`src/rtl/pacman_pkg.sv`:
```
// Shared pacman types: monster and global-phase encodings, chase limit,
// and the saturating eat counter helper.
package pacman_pkg;

    typedef enum logic [1:0] {
        M_HOUSE  = 2'd0,
        M_ACTIVE = 2'd1,
        M_FRIGHT = 2'd2,
        M_EATEN  = 2'd3
    } monster_mode_e;

    typedef enum logic [1:0] {
        PH_IDLE    = 2'd0,
        PH_SCATTER = 2'd1,
        PH_CHASE   = 2'd2
    } phase_e;

    // After this many CHASE entries the chase phase never ends.
    localparam int unsigned CHASE_LIMIT  = 3;
    localparam int unsigned NUM_MONSTERS = 4;
    localparam int unsigned EAT_MAX      = 4;

    function automatic logic [2:0] sat_eat_count(input logic [2:0] base,
                                                 input logic [2:0] add);
        logic [3:0] sum;
        sum = {1'b0, base} + {1'b0, add};
        return (sum > 4'(EAT_MAX)) ? 3'(EAT_MAX) : sum[2:0];
    endfunction

endpackage

```
`src/rtl/monster_mode_scheduler_fsm.sv`:
```
// Per-monster mode FSM with its own house release timer.
//
// state    | meaning
// ---------+-------------------------------------------------------------
// M_HOUSE  | in the house; leaves when the release timer runs out
// M_ACTIVE | roaming; a power pellet frightens it
// M_FRIGHT | frightened; eaten -> EATEN, fright expiry -> ACTIVE
// M_EATEN  | eyes travelling home; home flag -> HOUSE and re-arm timer
//
// The release timer is a down-counter. Zero means "not armed": a monster
// sitting in the house with a zero timer waits for its predecessor to leave.
module monster_state_fsm
    import pacman_pkg::*;
#(
    parameter bit FIRST_MONSTER = 1'b0,
    parameter int RELEASE_SEC   = 3
) (
    input  logic          clk,
    input  logic          resetN,
    input  logic          game_start_i,
    input  logic          tick_i,
    input  logic          pellet_i,
    input  logic          eaten_i,
    input  logic          home_i,
    input  logic          fright_expire_i,
    input  logic          pred_leave_i,
    output monster_mode_e mode_o,
    output logic          leave_o
);

    localparam int RW = $clog2(RELEASE_SEC + 1);

    monster_mode_e mode_q, mode_d;
    logic [RW-1:0] rel_q, rel_d;

    // State and release-timer registers.
    always_ff @(posedge clk) begin
        if (!resetN) begin
            mode_q <= M_HOUSE;
            rel_q  <= '0;
        end else begin
            mode_q <= mode_d;
            rel_q  <= rel_d;
        end
    end

    // Next state; gameStart overrides every other event.
    always_comb begin
        mode_d  = mode_q;
        rel_d   = rel_q;
        leave_o = 1'b0;
        if (game_start_i) begin
            mode_d  = FIRST_MONSTER ? M_ACTIVE : M_HOUSE;
            rel_d   = pred_leave_i ? RW'(RELEASE_SEC) : '0;
            leave_o = FIRST_MONSTER;
        end else begin
            case (mode_q)
                M_HOUSE: begin
                    if (rel_q == '0) begin
                        if (pred_leave_i) rel_d = RW'(RELEASE_SEC);
                    end else if (tick_i) begin
                        if (rel_q == RW'(1)) begin
                            mode_d  = M_ACTIVE;
                            rel_d   = '0;
                            leave_o = 1'b1;
                        end else begin
                            rel_d = rel_q - RW'(1);
                        end
                    end
                end
                M_ACTIVE: begin
                    if (pellet_i) mode_d = M_FRIGHT;
                end
                M_FRIGHT: begin
                    if (eaten_i)              mode_d = M_EATEN;
                    else if (fright_expire_i) mode_d = M_ACTIVE;
                end
                M_EATEN: begin
                    if (home_i) begin
                        mode_d = M_HOUSE;
                        rel_d  = RW'(RELEASE_SEC);
                    end
                end
                default: mode_d = M_HOUSE;
            endcase
        end
    end

    assign mode_o = mode_q;

endmodule

```
`src/rtl/monster_mode_scheduler.sv`:
```
// Monster mode scheduler: global scatter/chase phasing, shared fright timer,
// eat counter, and four chained monster FSMs.
//
// state      | meaning
// -----------+-----------------------------------------------------------
// PH_IDLE    | after reset, waiting for gameStart
// PH_SCATTER | scatter phase, SCATTER_SEC unfrozen ticks
// PH_CHASE   | chase phase, CHASE_SEC ticks; permanent after the last entry
//
// The phase counter counts down; zero means "not running" (IDLE or the
// permanent final chase). It freezes while any monster is frightened.
module monster_mode_scheduler
    import pacman_pkg::*;
#(
    parameter int SCATTER_SEC = 7,
    parameter int CHASE_SEC   = 20,
    parameter int FRIGHT_SEC  = 6,
    parameter int RELEASE_SEC = 3
) (
    input  logic       clk,
    input  logic       resetN,
    input  logic       gameStart,
    input  logic       oneSecPulse,
    input  logic       powerPellet,
    input  logic [3:0] monsterEaten,
    input  logic [3:0] monsterHome,
    output logic [7:0] monsterMode,
    output logic       chaseMode,
    output logic       frightBlink,
    output logic [2:0] eatCount
);

    localparam int PHASE_MAX = (SCATTER_SEC > CHASE_SEC) ? SCATTER_SEC : CHASE_SEC;
    localparam int PW        = $clog2(PHASE_MAX + 1);
    localparam int FW        = $clog2(FRIGHT_SEC + 1);

    phase_e        state_q, state_d;
    logic [PW-1:0] phase_q, phase_d;
    logic [1:0]    chases_q, chases_d;
    logic [FW-1:0] fright_q, fright_d;
    logic [2:0]    eat_q, eat_d;
    logic          chase_q, blink_q;

    monster_mode_e mode_w [NUM_MONSTERS];
    logic [3:0]    leave_w;
    logic [3:0]    pred_leave;
    logic [3:0]    eaten_ok;
    logic [2:0]    n_eaten;
    logic          any_fright;
    logic          fright_expire;
    logic          unused_last_leave;

    // Each monster is released by the one before it leaving the house.
    assign pred_leave        = {leave_w[2:0], 1'b0};
    assign unused_last_leave = leave_w[3];

    // A pellet reload on the same cycle cancels expiry.
    assign fright_expire = oneSecPulse && !powerPellet && (fright_q == FW'(1));

    for (genvar gi = 0; gi < NUM_MONSTERS; gi++) begin : g_monster
        monster_state_fsm #(
            .FIRST_MONSTER(gi == 0),
            .RELEASE_SEC  (RELEASE_SEC)
        ) u_monster (
            .clk            (clk),
            .resetN         (resetN),
            .game_start_i   (gameStart),
            .tick_i         (oneSecPulse),
            .pellet_i       (powerPellet),
            .eaten_i        (monsterEaten[gi]),
            .home_i         (monsterHome[gi]),
            .fright_expire_i(fright_expire),
            .pred_leave_i   (pred_leave[gi]),
            .mode_o         (mode_w[gi]),
            .leave_o        (leave_w[gi])
        );
    end

    // Eat hits only count for monsters that are currently frightened.
    always_comb begin
        any_fright  = 1'b0;
        eaten_ok    = '0;
        monsterMode = '0;
        for (int i = 0; i < NUM_MONSTERS; i++) begin
            if (mode_w[i] == M_FRIGHT) begin
                any_fright  = 1'b1;
                eaten_ok[i] = monsterEaten[i];
            end
            monsterMode[2*i +: 2] = mode_w[i];
        end
        n_eaten = 3'(eaten_ok[0]) + 3'(eaten_ok[1]) + 3'(eaten_ok[2]) + 3'(eaten_ok[3]);
    end

    // Global phase, fright timer and eat counter next state.
    always_comb begin
        state_d  = state_q;
        phase_d  = phase_q;
        chases_d = chases_q;
        fright_d = fright_q;
        eat_d    = eat_q;
        if (gameStart) begin
            state_d  = PH_SCATTER;
            phase_d  = PW'(SCATTER_SEC);
            chases_d = '0;
            fright_d = '0;
            eat_d    = '0;
        end else begin
            if (oneSecPulse && !any_fright && (phase_q != '0)) begin
                if (phase_q == PW'(1)) begin
                    if (state_q == PH_SCATTER) begin
                        state_d  = PH_CHASE;
                        chases_d = chases_q + 2'd1;
                        phase_d  = (chases_q == 2'(CHASE_LIMIT - 1)) ? '0 : PW'(CHASE_SEC);
                    end else begin
                        state_d = PH_SCATTER;
                        phase_d = PW'(SCATTER_SEC);
                    end
                end else begin
                    phase_d = phase_q - PW'(1);
                end
            end
            if (powerPellet) begin
                fright_d = FW'(FRIGHT_SEC);
                eat_d    = sat_eat_count(3'd0, n_eaten);
            end else begin
                if (oneSecPulse && (fright_q != '0)) fright_d = fright_q - FW'(1);
                eat_d = sat_eat_count(eat_q, n_eaten);
            end
        end
    end

    // Registered state and outputs.
    always_ff @(posedge clk) begin
        if (!resetN) begin
            state_q  <= PH_IDLE;
            phase_q  <= '0;
            chases_q <= '0;
            fright_q <= '0;
            eat_q    <= '0;
            chase_q  <= 1'b0;
            blink_q  <= 1'b0;
        end else begin
            state_q  <= state_d;
            phase_q  <= phase_d;
            chases_q <= chases_d;
            fright_q <= fright_d;
            eat_q    <= eat_d;
            chase_q  <= (state_d == PH_CHASE);
            blink_q  <= (fright_d != '0) && (int'(fright_d) <= 2);
        end
    end

    assign chaseMode   = chase_q;
    assign frightBlink = blink_q;
    assign eatCount    = eat_q;

endmodule

```
`config.mk`:
```
export PLATFORM = sky130hd
export DESIGN_NAME = monster_mode_scheduler
export DESIGN_NICKNAME = d
export VERILOG_FILES = /design/src/rtl/pacman_pkg.sv /design/src/rtl/monster_mode_scheduler_fsm.sv /design/src/rtl/monster_mode_scheduler.sv
export SDC_FILE = /design/constraint.sdc
export NUM_CORES = 1
export LEC_CHECK = 0
export BUFFER_PORTS_ARGS = -buffer_cell sky130_fd_sc_hd__buf_4
export CAP_MARGIN = 20
export CORE_MARGIN = 2
export CORE_UTILIZATION = 40
export CTS_CLUSTER_SIZE = 20
export DETAILED_ROUTE_END_ITERATION = 7
export GPL_TIMING_DRIVEN = 0
export PLACE_DENSITY = 0.6
export SYNTH_ARGS = -nofsm -noshare
export SYNTH_HDL_FRONTEND = slang
export SYNTH_SLANG_ARGS = --single-unit
```
`constraint.sdc`:
```
create_clock -name clk -period 7.7 [get_ports clk]
set_input_delay 0.77 -clock clk [delete_from_list [all_inputs] [get_ports clk]]
set_output_delay 0.77 -clock clk [all_outputs]
set_load 0.01 [all_outputs]
```
Word level (Yosys, flattened, before mapping)
Index checks and enable logic that the tools add are counted.
{"block": "word_totals", "regBits": 33, "latchBits": 0, "ramBits": 0, "romBits": 0, "input_bits": 13, "wordCells": 221, "n_memories": 0}
{"block": "classes", "n_addsub": 11, "multipliers": 0, "n_div": 0, "n_lt_le_gt_ge": 3, "eq_ne": 60, "shift": 0, "n_mux": 94, "bitwise_logic": 1, "n_reduce_logical": 35}
{"cell": "$mux 2", "count": 51}
{"cell": "$ne 3x3->1 const B", "count": 11}
{"cell": "$ne 2x2->1 const B", "count": 16}
{"cell": "$pmux 2 s4", "count": 4}
{"cell": "$reduce_and 6->1", "count": 5}
{"cell": "$mux 1", "count": 24}
{"cell": "$mux 3", "count": 8}
{"cell": "$ne 4x3->1 const B", "count": 6}
{"cell": "$eq 2x2->1 const B", "count": 10}
{"cell": "$eq 2x1->1 const B", "count": 9}
{"cell": "$logic_not 2->1", "count": 8}
{"cell": "$pmux 2 s2", "count": 4}
{"cell": "$reduce_and 4->1", "count": 4}
{"cell": "$mux 5", "count": 3}
{"cell": "$reduce_bool 3->1", "count": 5}
{"cell": "$ne 2x1->1 const B", "count": 4}
{"cell": "$sub 2x1->2 const B", "count": 4}
{"cell": "$logic_and 1x1->1", "count": 6}
{"cell": "$eq 5x1->1 const B", "count": 1}
{"cell": "$reduce_bool 5->1", "count": 1}
{"cell": "$sub 5x1->5 const B", "count": 1}
{"cell": "$add 3x3->4", "count": 1}
{"cell": "$gt 4x3->1 const B", "count": 1}
{"cell": "$ne 4x4->1 const B", "count": 1}
{"cell": "14 further kinds", "count": 16}

Logic depth before layout (Yosys ltp)
{"block": "logic_depth", "word_depth": 11, "depth_mapped": 11, "ltp_nobuf": 10}

By module
From an unflattened synthesis, not the netlist that was laid out.
{"block": "unflattened", "hier_cells": 271, "hier_area_um2": 2402.3}
{"module": "monster_mode_scheduler", "n_inst": 1, "cells_per_inst": 128, "area_per_inst_um2": 1133.6, "seq_area_each_um2": 340.3}
{"module": "monster_state_fsm (g_monster[1].u_monster ...)", "n_inst": 3, "cells_per_inst": 35, "area_per_inst_um2": 315.3, "seq_area_each_um2": 80.1}
{"module": "monster_state_fsm (g_monster[0].u_monster)", "n_inst": 1, "cells_per_inst": 38, "area_per_inst_um2": 322.8, "seq_area_each_um2": 80.1}

Worst setup path before layout
Ideal clock, no wire load.
{"block": "synth_timing", "path_kind": "register to register", "startpoint": "reg g_monster[0].u_monster.mode_q[1]", "endpoint": "reg eat_q[0], in the netlist eatCount[0]", "setup_time_ns": 0.061, "arrival_time_ns": 3.179, "slack_ns": 4.461, "path_stages_with_launch": 11, "n_path_buf": 1, "synth_period_minus_slack_ns": 3.239, "path_cell_list": "dfxtp_1 clkbuf_1 nor2b_1 and2_1 fa_1 ha_1 ha_1 fa_1 or2_2 a211oi_1 a32o_1"}
{"block": "synth_between", "elab_chain_len": 9, "elab_cells_between_ends": 11}
{"item": "from (decl)", "line": "monster_mode_scheduler_fsm.sv:33", "text": "monster_mode_e mode_q, mode_d;"}
{"item": "from (signal assigned)", "line": "monster_mode_scheduler_fsm.sv:42", "text": "mode_q <= mode_d;"}
{"item": "$eq 2x2->1 (*)", "line": "monster_mode_scheduler.sv:85", "text": "if (mode_w[i] == M_FRIGHT) begin"}
{"item": "$mux 1 (*)", "line": "monster_mode_scheduler.sv:85"}
{"item": "$add 1x1->2 (*)", "line": "monster_mode_scheduler.sv:91", "text": "n_eaten = 3'(eaten_ok[0]) + 3'(eaten_ok[1]) + 3'(eaten_ok[2]) + 3'(eaten_ok[3]);"}
{"item": "$add 2x1->3 (*)", "line": "monster_mode_scheduler.sv:91"}
{"item": "$add 3x1->3 (*)", "line": "monster_mode_scheduler.sv:91"}
{"item": "$add 3x3->4", "line": "pacman_pkg.sv:26", "text": "sum = {1'b0, base} + {1'b0, add};"}
{"item": "$gt 4x3->1", "line": "pacman_pkg.sv:27", "text": "return (sum > 4'(EAT_MAX)) ? 3'(EAT_MAX) : sum[2:0];"}
{"item": "$mux 3", "line": "pacman_pkg.sv:27"}
{"item": "$mux 3 (*)", "line": "monster_mode_scheduler.sv:122", "text": "if (powerPellet) begin"}
{"item": "to (signal assigned)", "line": "monster_mode_scheduler.sv:147", "text": "eat_q <= eat_d;"}
{"item": "to (decl)", "line": "monster_mode_scheduler.sv:41", "text": "logic [2:0] eat_q, eat_d;"}
Every way passes the cells marked *; elsewhere a longest branch is shown, timed or not.
A chain may end at the register's enable or synchronous reset.

Final worst setup path
Ends and elaborated chain as after synthesis.

==> results_dict.tcl <==
set metrics [dict create \
    syn_area_sq_um 2290 \
    clkTransAtPathRegs_ns 0.07 \
    pwr-share-seq 0.482 \
    rrSetupSlack_ns 4.15 \
    antenna_cells 0 \
    finalHoldViolCount 0 \
    synth-async-reset-ratio 0 \
    wl_per_cell_microns 13.9 \
    synth_top_area_frac 0.288 \
    fin_skew_ns 0.00634 \
    post-route-cell-area_sq_um 2650 \
    nNetsFinal 325 \
    outcome "completed" \
    synth-seq-cells 33 \
    ys_types 54 \
    htreeDepth 2 \
    critPathKind "reg -> reg" \
    vias 1896 \
    overflow 0 \
    first_iter_violations 82 \
    holdPathStages 2 \
    seq_area_frac_synth 0.288 \
    cap_violations 0 \
    dpl.hpwl_mm 3.76 \
    clock-root-buffer "clkbuf_8" \
    worstSetupStartpoint "g_monster[0].u_monster.mode_o[1]$_SDFFE_PP0P_" \
    gp_congestion 0.854 \
    grt_pass1_vias 1777 \
    switching_power_uw 108 \
    p_per_area_nw_per_um2 142 \
    r2r_end "eatCount[0]$_SDFF_PP0_" \
    clock_path_buffers 2 \
    max_slew_margin 0.625 \
    drt_wl_total_mm 5.01 \
    cts_made_buffers 5 \
    grt_pass1_wl_mm 8.54 \
    end_kind "flop" \
    drv_slew 0 \
    die_h_microns 79.7 \
    io_buffer_count 24 \
    synth_edf_count 0 \
    hp-class "reg -> reg" \
    power.internal_uw 267 \
    syn_to_final_growth_pct 15.4 \
    grt_usage 0.175 \
    worstSkewPairLatency_ns 0.29 \
    p_leak_uw 0.00107 \
    synthTopCellsByArea "dfxtp_1 29%, ha_1 12%, mux2i_1 4.4%" \
    final.period_utilization 0.461 \
    antenna_found_initial 0 \
    grt_max_degree 11 \
    fin_tns_setup_ns 0 \
    required_ns 7.93 \
    cts_resized 0 \
    synthCells 257 \
    synth.most_common_cell "dfxtp_1" \
    rows 27 \
    tightest_slew_ns 0.562 \
    setup_viol 0 \
    synth_largest_area_cell "dfxtp_1" \
    synthTopCellsByCount "33 x dfxtp_1, 25 x inv_1, 22 x ha_1, 19 x nor2_1, 17 x nand2_1" \
    io_pins 26 \
    stdcell_count 361 \
    syn_nets 294 \
    cp.arrival_ns 3.78 \
    synthFlopType "dfxtp_1" \
    core_sq_um 5510 \
    layout_min_cycle_time_ns 3.55 \
    cts_tree "built" \
    drc_errors 0 \
    rr_startpoint "g_monster[0].u_monster.mode_o[1]$_SDFFE_PP0P_" \
    dp_cells 353 \
    combPwrFrac 0.172 \
    hold_buffers 0 \
    worstHoldEndpoint "g_monster[0].u_monster.rel_q[1]$_SDFFE_PP0P_" \
    ant_nets 0 \
    peakVddDrop_v 0.0000936 \
    place_area_sq_um 2560 \
    cts_setup_buffers 0 \
    worst_hold_slack_ns 0.457 \
    yosysWarnings 0 \
    fp.dieArea_sq_um 6360 \
    cp_max_fo 9 \
    worstHoldStart "g_monster[0].u_monster.rel_q[1]$_SDFFE_PP0P_" \
    worstRegToRegCells 10 \
    rsz0062_at_grt "no" \
    critPathLaunchType "flop" \
    fp.dieW_microns 79.7 \
    p_sw_frac 0.288 \
    viasPerCell 5.25 \
    start_util 0.416 \
    fmax_mhz 282 \
    power_frac_clock 0.345 \
    layout-drive-gt1-share 0.180 \
    cts.sinks 33 \
    firstDrtPassIters 4 \
    power.total_uw 375 \
    avgSynthCellArea_sq_um 8.92 \
]
[layout make-up]
class / instances / area, sq um
Timing Repair Buffer: 24 / 180
Inverter: 25 / 93.8
Clock buffer: 6 / 72.6
Sequential cell: 33 / 661
Clock inverter: 2 / 10.0
Tap cell: 72 / 90.1
Fill cell: 544 / 2860
Buffer: 18 / 126
Multi-Input combinational cell: 181 / 1410
[through the flow]
stage	util	worst slack (ns)
floorplan	-	4.46
global placement	0.466	4.18
detailed placement	0.466	4.18
CTS	0.481	4.14
global route	0.481	3.92
finish	0.481	4.15
[layout by cell type (no fill, tap or decap), types with 2 or more instances in the layout]
cell type / n
nand4_1: 5
clkinv_2: 2
buf_6: 3
fa_1: 2
nand3_1: 6
a221o_1: 2
mux4_2: 2
nor2_1: 19
clkbuf_1: 13
nand2b_1: 7
buf_4: 24
o21ai_0: 6
a21oi_1: 12
dfxtp_1: 33
nor4b_1: 2
or3b_2: 2
a211oi_1: 7
or4_1: 2
nor4_1: 2
a31oi_1: 4
a32o_1: 3
and2_1: 3
o311a_1: 3
ha_1: 22
nand2_1: 17
mux2i_1: 10
xnor2_1: 2
nor3_1: 8
o31a_1: 2
inv_1: 25
and4_1: 2
a31o_2: 2
nand3b_1: 2
nor2b_1: 5
clkbuf_8: 7
[metal layers]
layer	global-route usage	vias to the layer above	wire length [microns]
met3	0.0373	7	163
met1	0.240	884	2520
met2	0.272	27	2260
li1	-	978	-
met4	0.0621	0	70
met5	0	-	0
[state kept, by name, indices dropped and copies added, names as in the netlist]
name and flops:
state_q 2, chases_q 2, g_monster.u_monster.mode_o 8, g_monster.u_monster.rel_q 8
frightBlink 1, phase_q 5, chaseMode 1, eatCount 3
fright_q 3
[cell families (layout without fill, tap and decap cells)]
logic type                 Yosys count  in the layout  synth area share
AOI/OAI and AO/OA                   50             50             0.167
xor gates and xnor gates             2              2           0.00764
adders and majority gates           24             24             0.137
buffers and inverters               43             75            0.0960
DFF                                 33             33             0.288
muxes                               14             14            0.0797
and+or+nand+nor                     91             91             0.224
[power groups by stage]
stage	sequential (uW)	combinational [uW]	clock, uW
6_report	181	64.7	130
5_1_grt	182	73.4	140
2_1_floorplan	184	45.0	0
4_1_cts	181	64.9	134
3_3_place_gp	185	64.1	0
3_5_place_dp	185	64.8	0
[critical path: stages, from the launching register on]
cell      delay (ns)
dfxtp_1         0.33
clkbuf_1        0.31
nor2b_1         0.33
and2_1          0.21
fa_1            0.43
ha_1            0.21
ha_1            0.32
fa_1            0.42
or2_2           0.28
a211oi_1        0.42
a32o_1          0.22
[worst max-delay path by stage]
stage / to / slack [ns] / depth (start not counted)
floorplan: eatCount[0]$_SDFF_PP0_ / 4.46 / 10
global placement: eatCount[1]$_SDFF_PP0_ / 4.18 / 10
detailed placement: eatCount[1]$_SDFF_PP0_ / 4.18 / 10
CTS: eatCount[1]$_SDFF_PP0_ / 4.14 / 10
global route: eatCount[0]$_SDFF_PP0_ / 3.92 / 10
finish: eatCount[0]$_SDFF_PP0_ / 4.15 / 10
(Power assumes the default switching activity.)
